==> src/rtl/fifo_ctrl.sv <==
// fifo_ctrl: synchronous FIFO controller in front of a RegFile memory bank.
// Owns the write/read pointers and occupancy count, drives the bank's write/read
// strobes, addresses and write data, and registers the bank read data into a
// one-cycle validated output word.
//
// Parameters:
//   ws    data word width
//   depth number of entries (power of two, >= 2)
//   as    address width, derived from depth
//
// Ports:
//   clk         master clock, rising edge
//   reset       synchronous reset, active-low
//   push / din  enqueue request and data
//   pop         dequeue request
//   dout        registered dequeued word, valid while dout_valid is high
//   dout_valid  one-cycle pulse per accepted pop
//   full/empty  decoded from the registered count
//   count       occupancy, 0..depth
//   rf_wr, rf_addr_wr, rf_data_wr  bank write port (wr, AddrWr, DataIn)
//   rf_rd, rf_addr_rd, rf_data_rd  bank read port (rd, AddrRd, DataOut)
//   overflow/underflow  sticky error flags, only when FIFO_CTRL_ERR_EN is defined
//
// Optional feature macro: FIFO_CTRL_ERR_EN (adds the overflow/underflow flags).

module fifo_ctrl #(
  parameter int unsigned ws    = 4,
  parameter int unsigned depth = 8,
  localparam int unsigned as   = $clog2(depth)
) (
  input  logic          clk,
  input  logic          reset,
  input  logic          push,
  input  logic [ws-1:0] din,
  input  logic          pop,
  output logic [ws-1:0] dout,
  output logic          dout_valid,
  output logic          full,
  output logic          empty,
  output logic [as:0]   count,
  output logic          rf_wr,
  output logic [as-1:0] rf_addr_wr,
  output logic [ws-1:0] rf_data_wr,
  output logic          rf_rd,
  output logic [as-1:0] rf_addr_rd,
  input  logic [ws-1:0] rf_data_rd
`ifdef FIFO_CTRL_ERR_EN
  ,
  output logic          overflow,
  output logic          underflow
`endif
);

  localparam logic [as-1:0] PtrOne   = as'(1);
  localparam logic [as:0]   CntOne   = (as+1)'(1);
  localparam logic [as:0]   CntDepth = (as+1)'(depth);

  logic [as-1:0] wptr_q, wptr_d;
  logic [as-1:0] rptr_q, rptr_d;
  logic [as:0]   count_q, count_d;
  logic [ws-1:0] dout_q, dout_d;
  logic          dout_valid_q, dout_valid_d;
  logic          wr_ok, rd_ok;

  assign full  = (count_q == CntDepth);
  assign empty = (count_q == '0);

  // Gating with reset keeps the bank idle while reset is held, even before the
  // first clearing edge when the state is still unknown.
  assign wr_ok = push && !full && reset;
  assign rd_ok = pop && !empty && reset;

  assign rf_wr      = wr_ok;
  assign rf_addr_wr = wr_ok ? wptr_q : '0;
  assign rf_data_wr = wr_ok ? din : '0;
  assign rf_rd      = rd_ok;
  assign rf_addr_rd = rd_ok ? rptr_q : '0;

  always_comb begin
    wptr_d       = wptr_q;
    rptr_d       = rptr_q;
    count_d      = count_q;
    dout_d       = dout_q;
    dout_valid_d = 1'b0;
    // Pointer width equals log2(depth), so the increment wraps modulo depth.
    if (wr_ok) begin
      wptr_d = wptr_q + PtrOne;
    end
    if (rd_ok) begin
      rptr_d       = rptr_q + PtrOne;
      dout_d       = rf_data_rd;
      dout_valid_d = 1'b1;
    end
    if (wr_ok && !rd_ok) begin
      count_d = count_q + CntOne;
    end else if (rd_ok && !wr_ok) begin
      count_d = count_q - CntOne;
    end
  end

  always_ff @(posedge clk) begin
    if (!reset) begin
      wptr_q       <= '0;
      rptr_q       <= '0;
      count_q      <= '0;
      dout_q       <= '0;
      dout_valid_q <= 1'b0;
    end else begin
      wptr_q       <= wptr_d;
      rptr_q       <= rptr_d;
      count_q      <= count_d;
      dout_q       <= dout_d;
      dout_valid_q <= dout_valid_d;
    end
  end

  assign count      = count_q;
  assign dout       = dout_q;
  assign dout_valid = dout_valid_q;

`ifdef FIFO_CTRL_ERR_EN
  logic overflow_q, underflow_q;

  // A push at full is not an overflow when a pop in the same cycle is accepted.
  always_ff @(posedge clk) begin
    if (!reset) begin
      overflow_q  <= 1'b0;
      underflow_q <= 1'b0;
    end else begin
      if (push && full && !rd_ok) overflow_q <= 1'b1;
      if (pop && empty) underflow_q <= 1'b1;
    end
  end

  assign overflow  = overflow_q;
  assign underflow = underflow_q;
`endif

endmodule

==> config.mk <==
export PLATFORM = sky130hd
export DESIGN_NAME = fifo_ctrl
export DESIGN_NICKNAME = d
export VERILOG_FILES = /design/src/rtl/fifo_ctrl.sv
export SDC_FILE = /design/constraint.sdc
export NUM_CORES = 1
export LEC_CHECK = 0
export CELL_PAD_IN_SITES_DETAIL_PLACEMENT = 1
export CELL_PAD_IN_SITES_GLOBAL_PLACEMENT = 2
export CORE_MARGIN = 5
export CORE_UTILIZATION = 22
export CTS_CLUSTER_SIZE = 24
export DETAILED_ROUTE_END_ITERATION = 16
export PLACE_DENSITY_LB_ADDON = 0.1
export SLEW_MARGIN = 15
export SYNTH_ARGS = -nofsm -noshare
export SYNTH_HDL_FRONTEND = slang
export SYNTH_SLANG_ARGS = --single-unit
==> constraint.sdc <==
create_clock -name clk -period 2.6 [get_ports clk]
set_input_delay 0.52 -clock clk [delete_from_list [all_inputs] [get_ports clk]]
set_output_delay 0.52 -clock clk [all_outputs]
set_load 0.03 [all_outputs]
==> results of run 1 <==
-- cell usage after synthesis --
master,n,area (um^2)
fa_1,1,20.0
nand2b_1,1,6.26
nand3_1,1,5.00
ha_1,5,62.6
nor4_4,1,21.3
o21ai_2,3,26.3
buf_6,1,11.3
nor3_1,1,5.00
a31oi_1,1,6.26
nand2_1,20,75.1
clkbuf_2,1,5.00
o21ai_0,4,20.0
mux2i_1,4,40.0
clkbuf_1,2,7.51
a21oi_1,2,10.0
nor2_2,1,6.26
nor2b_1,1,6.26
buf_4,1,7.51
a211oi_1,1,7.51
and2_1,12,75.1
inv_1,2,7.51
xor2_1,2,17.5
and2_2,3,22.5
nor2_1,2,7.51
dfxtp_1,15,300
xnor2_1,2,17.5
-- worst reg2reg max path, stage by stage (launching register included) --
cell,delay (ps)
dfxtp_1,410
nor3_1,310
a21oi_1,140
ha_1,230
inv_1,130
ha_1,290
a21oi_1,200
a211oi_1,90
a31oi_1,180
mux2i_1,200
-- power breakdown --
part	switching, mW	internal (mW)	leakage [nW]
registers	0.0870	0.303	0.124
clock network	0.0787	0.0595	0.0150
logic	0.391	0.332	0.391
total	0.557	0.695	0.530
-- worst paths after layout --
kind	from	depth (start not counted)	end
setup / recovery	reset	10	count[3]$_SDFFE_PN0P_
hold / removal	wptr_q[2]$_SDFFE_PN0N_	1	wptr_q[2]$_SDFFE_PN0N_
setup reg to reg	count[0]$_SDFFE_PN0P_	9	count[3]$_SDFFE_PN0P_
hold reg to reg	wptr_q[2]$_SDFFE_PN0N_	1	wptr_q[2]$_SDFFE_PN0N_
-- state kept, by name (all words and copies together), names as in the netlist --
name and flops:
dout 4, wptr_q 3, dout_valid 1, rptr_q 3
count 4
-- routing by layer --
metal	track usage, %	vias to the layer above	share of wire (%)
met5	0	-	0
met1	9.44	334	42
met4	3.19	0	0
met2	15.2	21	50
met3	3.87	0	8.0
li1	-	367	-
-- kinds of logic after synthesis --
kind of cell	share of synthesized area (%)
and+or+nand+nor	28.9
DFF	37.7
AOI/OAI and AO/OA	8.79
buffers and inverters	4.87
adders and majority gates	10.4
xor gates and xnor gates	4.40
muxes	5.02
-- through the flow --
| stage | utilization, % | power, mW | setup TNS [ps] | cells | hold slack, ps |
|---|---|---|---|---|---|
| 2_1_floorplan | - | 0.852 | 0 | 90 | 425 |
| 3_3_place_gp | 34.6 | 1.12 | 0 | 171 | 438 |
| 3_5_place_dp | 34.6 | 1.14 | -148 | 171 | 448 |
| 4_1_cts | 35.4 | 1.28 | 0 | 175 | 462 |
| 5_1_grt | 35.4 | 1.36 | 0 | 175 | 481 |
| 6_report | 35.4 | 1.25 | 0 | 175 | 454 |
-- cell type report --
class                      instances  area, um^2  area share (%)
clock buffer                       4        26.3            2.17
inverter                           2        7.51           0.621
multi-input combinational         68         458            37.9
sequential                        15         304            25.2
tap                               46        57.6            4.76
timing repair buffer              40         355            29.4
==> results.md, run 1 <==
* Post-Synthesis Cell Area at 797 um^2
* Leakage at 0.530 nW
* Status: finished clean
* Total track usage at 8.80%
* Critical Path Fanout Max at 4
* Final nets at 148
* Detail Placement HPWL at 1700 um
* Iteration-0 DRC Markers at 13
* Cell Chain, Critical Path: clkdlybuf4s50_1 > nand2_1 > a21oi_1 > ha_1 > inv_1 > ha_1 > a21oi_1 > a211oi_1 > a31oi_1 > mux2i_1
* Max Cap Viol at 0
* Drt drc at 0
* Antenna cells at 0
* # IOs at 35
* Yosys Warn Count at 0
* Clk slew on worst S/H paths at 90 ps
* Largest net degree at the start of global routing at 17
* Worst slew margin at 78.5%
* Initial antenna violation count at 0
* Die width at 70.2 um
* Routed vias/inst at 4.13
* Grt ovf at 0
* Via count at 722
* DIE AREA at 4930 um^2
* Fraction of layout cells with a size suffix above 1 at 24.8%
* Achievable Freq at 416 MHz
* H-tree depth at 1
* Clock root buffer: clkbuf_4
* Cells after Synth at 90
* Final hold vios at 0
* Cell area after layout at 1210 um^2
* Worst hold path type: register to register
* CTS Buffer Depth at 2
* Post-route setup slack at 198 ps
* Delay-heaviest family, CP: compound AO/OA/AOI/OAI gates
* Synthesis-to-finish area growth at 51.6%
* WL/cell at 11.7 um
* Most frequent cells in the layout: clkdlybuf4s50_1 (22), nand2_1 (20), buf_4 (18)
* Seq/Total Area, Yosys at 37.7%
* CP max-delay cell: clkdlybuf4s50_1
* Num CTS Buffers at 3
* Slew Limit Fails at 0
* Avg Cell Area, Syn at 8.86 um^2
* Setup slack, reg-to-reg at 340 ps
* CP Class: input pin to register
* Syn_nets at 108
* Worst-Skew Late Latency at 290 ps
* Worst slew pin tran at 322 ps
* Die Span Y at 70.2 um
* Power density over cell area at 1040 nW/um^2
* Vias in the first global route at 754
* Port bufs at 34
* Clock Sinks at 15
* Commonest non-fill, non-tap cell in the layout: clkdlybuf4s50_1
* Clk_skew at 7.99 ps
* First-pass GRT wire length at 3440 um
* RSZ-0062 raised after global routing: no
* Setup crit end kind: register
* DR pass1 iterations at 4
* Worst slack, placed at -127 ps
* Routability congestion estimate at 0.691
* Min Tclk post-route at 2400 ps
* Initial Utilization at 23.3%
* Crit path DAT at 2610 ps
* Post-CTS sizing at 0
* Seq cells post-synth at 15
* WP data required at 2810 ps
* Worst VDD drop at 447 uV
* Hold Buf Count CTS at 0
* Crit path largest cell delay at 550 ps
* Filler cells at 421
* CP Buf/Inv Count at 2
* Drt total wl at 2050 um
* Post-route ant nets at 0
* Number of distinct library cells after synthesis at 26
* CTS tree: done
* Startpoint Class: input pin
* Crit share post-route at 92.4%
* Core ar. at 3420 um^2
* Postcts setup bufs at 0
* Final Setup Violations at 0
* Area post-placement at 1180 um^2
* Num rows at 21
No activity file was read; power rests on OpenSTA's default activity.
==> inputs of run 2 (changes only) <==
--- a/config.mk
+++ b/config.mk
@@ -5,11 +5,12 @@
 export SDC_FILE = /design/constraint.sdc
 export NUM_CORES = 1
 export LEC_CHECK = 0
+export ABC_AREA = 1
 export CELL_PAD_IN_SITES_DETAIL_PLACEMENT = 1
 export CELL_PAD_IN_SITES_GLOBAL_PLACEMENT = 2
 export CORE_MARGIN = 5
-export CORE_UTILIZATION = 22
-export CTS_CLUSTER_SIZE = 24
+export CORE_UTILIZATION = 21
+export CTS_CLUSTER_SIZE = 10
 export DETAILED_ROUTE_END_ITERATION = 16
 export PLACE_DENSITY_LB_ADDON = 0.1
 export SLEW_MARGIN = 15
==> run 2 against run 1 <==
  * Clock skew shrank 4.0 ps
  * Via count is 15% higher
  * Non-clock buffer count fell by 2
  * Synthesized cell count grew 30%
  * Wire length rose by 13%
  * Count of clock-buffer cells in the layout shrank 1
  * Sequential share of layout area fell by 1.3 points
  * Combinational power shrank 44%
  * Critical path type is now input pin to output port
==> results.md, run 2 <==
* Status: finished clean
* Most frequent cells in the layout: inv_1 (24), clkdlybuf4s50_1 (22), nand2_1 (21)
* Crit share post-route at 87.3% (-5.1 points)
* Slew Limit Fails at 0 (unchanged)
* Clk slew on worst S/H paths at 70 ps (-20 ps)
* Clock power share at 21.5% (+11 points)
* CP Class: input pin to output port
* WP data required at 2080 ps (-730 ps)
* Cells after Synth at 117 (+30%)
* RSZ-0062 raised after global routing: no
* Post-Route Setup TNS at 0 ps (unchanged)
* Leakage at 0.647 nW (+22%)
* CTS tree: done
* Antenna cells at 0 (unchanged)
* Routed vias/inst at 4.04 (-2.1%)
* Die Span Y at 73.1 um (+4.2%)
* Drt drc at 0 (unchanged)
* Yosys top cell area share at 35.9% (-1.8 points)
* Worst-Skew Late Latency at 250 ps (-40 ps)
* Comb pwr share at 45.3% (-13 points)
* Cell taking the most area after synthesis: dfxtp_1
* Core ar. at 3940 um^2 (+15%)
* Switching Share at 40.4% (-4.1 points)
* Post-Synthesis Cell Area at 837 um^2 (+5.0%)
* GR Layer Usage met3 at 3.03% (-0.84 points)
* Routability congestion estimate at 0.707 (+2.3%)
* Sequential Power Share at 33.2% (+2.0 points)
* Worst slack, placed at 116 ps (+243 ps)
* Min Tclk post-route at 2270 ps (-132 ps)
* Fraction of layout cells with a size suffix above 1 at 18.6% (-6.2 points)
* Total power at 0.897 mW (-28%)
* Critical Path Fanout Max at 12 (+8)
* Startpoint Class: input pin
* Detail Placement HPWL at 1860 um (+9.5%)
* DR pass1 iterations at 3 (-1)
* Die width at 73.1 um (+4.2%)
* Post-synth EDFFs at 0 (unchanged)
* Vias in the first global route at 870 (+15%)
* Power density over cell area at 713 nW/um^2 (-31%)
* Clk_skew at 3.94 ps (-4.05 ps)
* Crit path DAT at 1750 ps (-860 ps)
* Iteration-0 DRC Markers at 11 (-2)
* Worst hold path type: register to register
* Total track usage at 9.66% (+0.87 points)
* Worst slew pin tran at 317 ps (-5.53 ps)
* Commonest non-fill, non-tap cell in the layout: inv_1
* First-pass GRT wire length at 3970 um (+15%)
* Synthesis-to-finish area growth at 50.4%
* Seq cells post-synth at 15 (unchanged)
* Achievable Freq at 441 MHz (+5.8%)
* Max Cap Viol at 0 (unchanged)
* Syn_nets at 135 (+25%)
* CTS Buffer Depth at 2 (unchanged)
* Final Setup Violations at 0 (unchanged)
* Setup crit end kind: output port
* Final hold vios at 0 (unchanged)
* Clock root buffer: clkbuf_8
* Grt met1 use at 11.9% (+2.4 points)
* Via count at 832 (+15%)
* Hold Buf Count CTS at 0 (unchanged)
* Area of the multi-input gates at 415 um^2 (-9.3%)
* Worst slew margin at 78.8% (+0.33 points)
* Hold WS at 461 ps (+6.60 ps)
* Count leader, synth: inv_1
* Global routing's busiest layer: met2
* Synth async-reset ratio at 0% (unchanged)
* Filler cells at 497 (+18%)
* Initial antenna violation count at 0 (unchanged)
* Met2 Use GR at 15.4% (+0.18 points)
* FF/Latch Area at 300 um^2 (-1.2%)
* Port bufs at 34 (unchanged)
* Postcts setup bufs at 0 (unchanged)
* Seq/Total Area, Yosys at 35.9% (-1.8 points)
* Commonest cells post-synth: inv_1 (24), nand2_1 (21), nor2_1 (16)
* Worst VDD drop at 237 uV (-47%)
* Grt ovf at 0 (unchanged)
* Largest net degree at the start of global routing at 13 (-4)
* Post-route ant nets at 0 (unchanged)
* Int Pwr at 0.535 mW (-23%)
* Clock Sinks at 15 (unchanged)
* Post-route setup slack at 331 ps (+132 ps)
* Initial Utilization at 21.2% (-2.1 points)
* DIE AREA at 5350 um^2 (+8.6%)
* Num CTS Buffers at 3 (unchanged)
* Final nets at 175 (+18%)
* Avg Cell Area, Syn at 7.15 um^2 (-19%)
* Drt total wl at 2310 um (+13%)
* Num rows at 23 (+9.5%)
* Psw at 0.362 mW (-35%)
* Synth Flop Type: dfxtp_1
* WL/cell at 11.2 um (-4.2%)
* # IOs at 35 (unchanged)
* H-tree depth at 1 (unchanged)
* Top post-synthesis cells by area: dfxtp_1 (36%), inv_1 (11%), nand2_1 (9.4%)
* Number of distinct library cells after synthesis at 19 (-27%)
* Yosys Warn Count at 0 (unchanged)
* Post-CTS sizing at 0 (unchanged)
[run 2: cell count changes after synthesis, moves of 3 or more]
cell / delta
and2_1: -12
nand3_1: +10
nor2_1: +14
a21oi_1: +3
and2_2: -3
mux2i_1: -4
inv_1: +22
[run 2: power groups by stage]
stage | clock network, mW | logic (mW) | registers, mW
6_report | 0.193 | 0.406 | 0.298
3_3_place_gp | 0 | 0.404 | 0.303
4_1_cts | 0.204 | 0.414 | 0.300
2_1_floorplan | 0 | 0.207 | 0.352
5_1_grt | 0.217 | 0.449 | 0.306
3_5_place_dp | 0 | 0.413 | 0.305
[run 2: final timing paths]
kind / startpoint / to / slack [ps] / cells after the start
min reg2reg: dout[3]$_SDFFE_PN0N_ / dout[3]$_SDFFE_PN0N_ / 460 / 2
max reg2reg: count[0]$_SDFFE_PN0P_ / count[3]$_SDFFE_PN0P_ / 580 / 13
max: reset / rf_rd / 330 / 7
min: dout[3]$_SDFFE_PN0N_ / dout[3]$_SDFFE_PN0N_ / 460 / 2
[run 2: per-layer routing]
metal	wire length [um]	share of wire [%]	vias to the layer above
li1	-	-	432
met1	973	42	379
met2	1150	50	19
met3	172	7.4	2
met4	17	0.73	0
met5	0	0	-
[run 2: layout make-up]
cell class / instances / area share [%]
clock inverters: 1 / 0.398
repair buffers: 38 / 27.0
flip-flops and latches: 15 / 23.9
clock buffers: 3 / 3.28
inverters: 25 / 7.46
well taps: 50 / 4.97
multi-input cells: 74 / 33.0
[run 2: cell families after synthesis]
| logic type | synth area share, % |
|---|---|
| xor+xnor | 3.14 |
| flops | 35.9 |
| compound gates | 7.47 |
| buf+inv | 14.5 |
| simple gates | 29.1 |
| fa+ha+maj | 9.87 |
[run 2: critical path, cell delays in order]
cell and delay, ps:
clkdlybuf4s50_1 510, nand2_1 70, inv_1 90, nand2_2 70, buf_4 180, inv_2 130, buf_4 180
[run 2: per-stage QoR]
stage          instances  instance area (um^2)  util (%)
6_report             206                  1260      31.9
3_5_place_dp         202                  1210      30.8
3_3_place_gp         202                  1210      30.8
2_1_floorplan        117                   837         -
4_1_cts              206                  1260      31.9
5_1_grt              206                  1260      31.9
